<file path="src/rtl/ram_bist_top.sv">
// ram_bist_top: inferred single-port RAM plus a fill/read-back self-test controller.
// Latency: an accepted start gives 2*DEPTH+1 busy cycles, then done; read data q lags addr by one cycle.
// Backpressure: none. start is honoured only in IDLE/DONE, and while busy it is ignored.
// Ports: clk, rst_n (async active-low); start/mode/seed/inject are the test command inputs,
//        latched when start is accepted;
//        busy/done/pass/err_cnt/first_err_addr report status and results; q is raw RAM read data.
module ram_bist_top #(
  parameter int DATA_W   = 8,
  parameter int ADDR_W   = 8,
  parameter int INJ_ADDR = 5
) (
  input  logic              clk,
  input  logic              rst_n,
  input  logic              start,
  input  logic              mode,
  input  logic [DATA_W-1:0] seed,
  input  logic              inject,
  output logic              busy,
  output logic              done,
  output logic              pass,
  output logic [ADDR_W:0]   err_cnt,
  output logic [ADDR_W-1:0] first_err_addr,
  output logic [DATA_W-1:0] q
);

  localparam int DEPTH = 1 << ADDR_W;
  localparam int CNT_W = ADDR_W + 1;
  localparam logic [ADDR_W-1:0] INJ_A = ADDR_W'(INJ_ADDR);

  typedef enum logic [2:0] {
    S_IDLE,
    S_WRITE,
    S_READ,
    S_LAST,
    S_DONE
  } state_t;

  state_t state, state_nxt;

  logic [ADDR_W-1:0] addr;
  logic              mode_l;
  logic [DATA_W-1:0] seed_l;
  logic              inject_l;

  logic              wren;
  logic [DATA_W-1:0] wr_dat;
  logic              accept;
  logic              addr_last;

  // Compare pipeline: expected word and its address trail the presented
  // address by one cycle so they line up with the RAM's registered output.
  logic              cmp_vld;
  logic [DATA_W-1:0] cmp_exp;
  logic [ADDR_W-1:0] cmp_addr;

  logic [DATA_W-1:0] mem [DEPTH];

  // Address is zero-extended or truncated to the word width, then offset by seed.
  function automatic logic [DATA_W-1:0] pattern(input logic [ADDR_W-1:0] a,
                                                input logic              m,
                                                input logic [DATA_W-1:0] s);
    logic [DATA_W-1:0] p;
    p = DATA_W'(a) + s;
    return m ? ~p : p;
  endfunction

  assign addr_last = &addr;

  // ---------------------------------------------------------------- FSM
  always_ff @(posedge clk or negedge rst_n) begin
    if (!rst_n) begin
      state <= S_IDLE;
    end else begin
      state <= state_nxt;
    end
  end

  always_comb begin
    state_nxt = state;
    wren      = 1'b0;
    wr_dat    = pattern(addr, mode_l, seed_l);
    accept    = 1'b0;
    case (state)
      S_IDLE, S_DONE: begin
        if (start) begin
          accept    = 1'b1;
          state_nxt = S_WRITE;
        end
      end
      S_WRITE: begin
        wren = 1'b1;
        // Planted fault so the checker's error path can be exercised on the board.
        if (inject_l && (addr == INJ_A)) begin
          wr_dat = wr_dat ^ DATA_W'(1);
        end
        if (addr_last) begin
          state_nxt = S_READ;
        end
      end
      S_READ: begin
        if (addr_last) begin
          state_nxt = S_LAST;
        end
      end
      S_LAST: begin
        state_nxt = S_DONE;
      end
      default: begin
        state_nxt = S_IDLE;
      end
    endcase
  end

  assign busy = (state == S_WRITE) || (state == S_READ) || (state == S_LAST);
  assign done = (state == S_DONE);
  assign pass = (state == S_DONE) && (err_cnt == '0);

  // ----------------------------------------------------------- datapath
  always_ff @(posedge clk or negedge rst_n) begin
    if (!rst_n) begin
      addr           <= '0;
      mode_l         <= 1'b0;
      seed_l         <= '0;
      inject_l       <= 1'b0;
      cmp_vld        <= 1'b0;
      cmp_exp        <= '0;
      cmp_addr       <= '0;
      err_cnt        <= '0;
      first_err_addr <= '0;
    end else begin
      cmp_vld  <= (state == S_READ);
      cmp_exp  <= pattern(addr, mode_l, seed_l);
      cmp_addr <= addr;
      if (accept) begin
        addr           <= '0;
        err_cnt        <= '0;
        first_err_addr <= '0;
        mode_l         <= mode;
        seed_l         <= seed;
        inject_l       <= inject;
      end else begin
        // Natural wrap at DEPTH-1 returns addr to 0 for the read pass.
        if ((state == S_WRITE) || (state == S_READ)) begin
          addr <= addr + ADDR_W'(1);
        end
        // cmp_vld is never set in the accept cycle, so clearing above cannot collide.
        if (cmp_vld && (q != cmp_exp)) begin
          err_cnt <= err_cnt + CNT_W'(1);
          if (err_cnt == '0) begin
            first_err_addr <= cmp_addr;
          end
        end
      end
    end
  end

  // ---------------------------------------------------------------- RAM
  // No reset on the array or its output register so it maps onto block RAM.
  always_ff @(posedge clk) begin
    if (wren) begin
      mem[addr] <= wr_dat;
    end
    q <= mem[addr];
  end

endmodule

</file>
<file path="config.mk">
export PLATFORM = sky130hd
export DESIGN_NAME = ram_bist_top
export DESIGN_NICKNAME = d
export VERILOG_FILES = /design/src/rtl/ram_bist_top.sv
export SDC_FILE = /design/constraint.sdc
export NUM_CORES = 2
export LEC_CHECK = 0
export CAP_MARGIN = 20
export CELL_PAD_IN_SITES_DETAIL_PLACEMENT = 1
export CELL_PAD_IN_SITES_GLOBAL_PLACEMENT = 1
export CORE_MARGIN = 4
export CORE_UTILIZATION = 40
export CTS_BUF_LIST = sky130_fd_sc_hd__clkbuf_4
export CTS_CLUSTER_SIZE = 14
export DETAILED_ROUTE_END_ITERATION = 8
export PLACE_DENSITY_LB_ADDON = 0.1
export SYNTH_ARGS = -nofsm -noshare
export SYNTH_HDL_FRONTEND = slang
export SYNTH_SLANG_ARGS = --single-unit
</file>
<file path="constraint.sdc">
create_clock -name clk -period 14.7 [get_ports clk]
set_input_delay 2.94 -clock clk [delete_from_list [all_inputs] [get_ports clk]]
set_output_delay 2.94 -clock clk [all_outputs]
set_load 0.01 [all_outputs]
</file>
==> results.ini <==
[hold_path]
min_path_type = reg2reg
hold_depth = 2

[grt]
grt_max_degree = 209
grt_pass1_vias = 44200
overflow = 0
antenna_found_initial = 15
grt_util_all_layers_pct = 21.5
grt_pass1_wl_um = 323000

[worst_setup_path]
crit_type = reg2reg
worstSetupEndpointType = flip-flop
cpPeakStageDelay_ns = 0.92
path_max_fanout = 44
reg2reg_depth = 10
cpMostUsedCell = buf_4
crit_family = buffers and inverters
cp-start-kind = flip-flop
worst-path-stages = 10
critPathRequiredTime_ns = 15.85
cp_slowest_cell = dfrtp_4
arrival_ns = 7.69
path_cells = buf_4 -> buf_4 -> buf_4 -> buf_4 -> mux4_2 -> a22oi_1 -> a21oi_1 -> o41ai_1 -> buf_4 -> nand4_1
path_buf_inv = 5

[detailed_routing]
drc_errors = 0
wl_um = 225000
drtAntennaViolNets = 0
drt-pass1-iter-count = 5
first_iter_violations = 3678
detail_route.vias_per_cell = 5.60
via_count = 41000
wl_per_cell_um = 30.7

[sta]
layout_min_cycle_time_ns = 6.54
fmax_mhz = 153
period_share_pct = 44.5
slew_violations = 0
grt_setup_unrepaired = no
finClkSkew_ns = 0.0757
finalSetupTns_ns = 0
fin_ws_ns = 8.16
setup_viol = 0
hold_violations = 0
relSlewSlack_pct = 23.6
worst_slew_pin_slew_ns = 1.15

[final_layout]
mostFrequentLayoutCells = edfxtp_1, clkbuf_4, mux4_2
drive_gt1_share_pct = 33.7
nets = 4279
syn2layout_area_growth_pct = 13.6
final_common_cell = edfxtp_1

[clock_tree]
cts_max_path_buffers = 4
cts.clk_slew.worst_paths_ns = 0.06
cts.repair.resized = 0
hold_buffers = 0
clkSinkCount = 2111
numCtsBuffers = 587
post_cts_buffers = 0
htreeDepth = 6
clock_latency_ns = 1.35
cts_tree = yes
cts_root_buf = clkbuf_4

[pwr]
combPwrFrac_pct = 33.9
power.switching_mw = 8.67
pwr-share-clk_pct = 22.3
leakage_nw = 29.0
p_sw_share_pct = 36.6
p_seq_share_pct = 43.8
irDropWorstVdd_uv = 741
intPower_mw = 15.0
powerDensity_nw_per_um2 = 258

[floorplanning]
core_area_sq_um = 200000
die-area_sq_um = 209000
row_count = 164
die_w_um = 458
ios = 41
fp.dieH_um = 458
start_util_pct = 40.3

[placement]
gp_congestion = 0.795
io_buffers = 40
pre_cts_ws_ns = 7.98
dp_hpwl_um = 126000

[logic_synthesis]
yosysWarnings = 0
ys_seq_area_share_pct = 77.9
synthCells = 3754
ys_top_cells_by_area = edfxtp_1, mux4_2, a22oi_1
async_reset_ff_share_pct = 2.61
synth_area_leader_cell = edfxtp_1
ys.flop_type = edfxtp_1
synth_nets = 3781
ys_types = 43
synth_edf_count = 2048
avgSynthCellArea_sq_um = 21.5
ys_ff_latch = 2111
synth_top_area_share_pct = 76.0
mappedNetlistArea_sq_um = 80900

[flow_run]
maxCapViolations = 0

[status]
outcome = finished, final reports clean

[logic make-up (layout without fill, tap and decap cells)]
family,Yosys count,after routing,share of synthesized area [%]
multiplexers,531,531,14.5
AO/OA/AOI/OAI,436,436,3.67
adder cells (fa/ha/maj),14,14,0.226
AND/OR/NAND/NOR,383,383,1.95
XOR/XNOR,38,38,0.411
buffers and inverters,241,1140,1.31
flip-flops,2111,2111,77.9
other,0,12,0
[sequential cells by signal, indices dropped and copies added, names as in the netlist, 3 cells and up]
name / count
seed_l: 8
addr: 8
cmp_addr: 8
q: 8
first_err_addr: 8
err_cnt: 9
mem: 2048
cmp_exp: 8
state: 3
[cell usage after synthesis (8+ instances only)]
cell type	n
a21oi_1	135
a22oi_1	256
buf_2	42
buf_4	13
clkbuf_1	164
dfrtp_1	55
dfxtp_1	8
edfxtp_1	2048
ha_1	13
mux2_2	10
mux2i_1	9
mux4_2	512
nand2_1	43
nand4_1	12
nor2_1	292
nor2b_1	8
o41ai_1	32
xnor2_1	29
xor2_1	9
[power by group through the flow]
stage | registers [mW] | logic (mW) | clock network, mW
global route | 10.4 | 8.69 | 5.80
global placement | 10.5 | 8.09 | 0
CTS | 10.4 | 8.30 | 5.45
floorplan | 11.4 | 4.23 | 0
detailed placement | 10.5 | 8.32 | 0
finish | 10.4 | 8.04 | 5.27
[area by class of cell]
| class | instances | area (sq um) |
|---|---|---|
| Antenna cell | 12 | 30.0 |
| Clock buffer | 851 | 6390 |
| Clock inverter | 139 | 812 |
| Fill cell | 18600 | 109000 |
| Inverter | 9 | 33.8 |
| Multi-Input combinational cell | 1402 | 17000 |
| Sequential cell | 2111 | 63000 |
| Tap cell | 2656 | 3320 |
| Timing Repair Buffer | 141 | 1260 |
[layer usage]
layer  GRT usage (%)  vias up  wire length (um)
met5               0        -                 0
met4            7.15        0              5860
met3            5.53      380             16300
met2            32.8     1477            105000
met1            30.2    22000             97300
li1                -    17100                 -
[per-stage QoR]
step                cell area (sq um)  hold WS [ns]  instances  util, %  power, mW
finish                          91900         0.490       7321     45.8       23.7
floorplan                       80900         0.375       3754        -       15.7
global placement                84600         0.467       6313     42.2       18.6
global route                    91900         0.527       7317     45.8       24.9
detailed placement              84600         0.483       6318     42.2       18.8
CTS                             91800         0.500       7308     45.8       24.1
[final timing paths]
check / endpoint / slack [ns] / start
setup / recovery: q[3]$_DFF_P_ / 8.16 / addr[0]$_DFFE_PN0P_
hold / removal: first_err_addr[4]$_DFFE_PN0P_ / 0.49 / cmp_addr[4]$_DFF_PN0_
setup reg to reg: q[3]$_DFF_P_ / 8.16 / addr[0]$_DFFE_PN0P_
hold reg to reg: first_err_addr[4]$_DFFE_PN0P_ / 0.49 / cmp_addr[4]$_DFF_PN0_
max in group asynchronous: addr[0]$_DFFE_PN0P_ / 12.21 / rst_n
min in group asynchronous: cmp_exp[6]$_DFF_PN0_ / 1.83 / rst_n
[tightest hold or removal path: cells and delay by family (launching register included)]
kind	cells	cell delay, ns
mux	1	0.06
flops	1	0.32
simple gates	1	0.07
(Power assumes the default switching activity.)
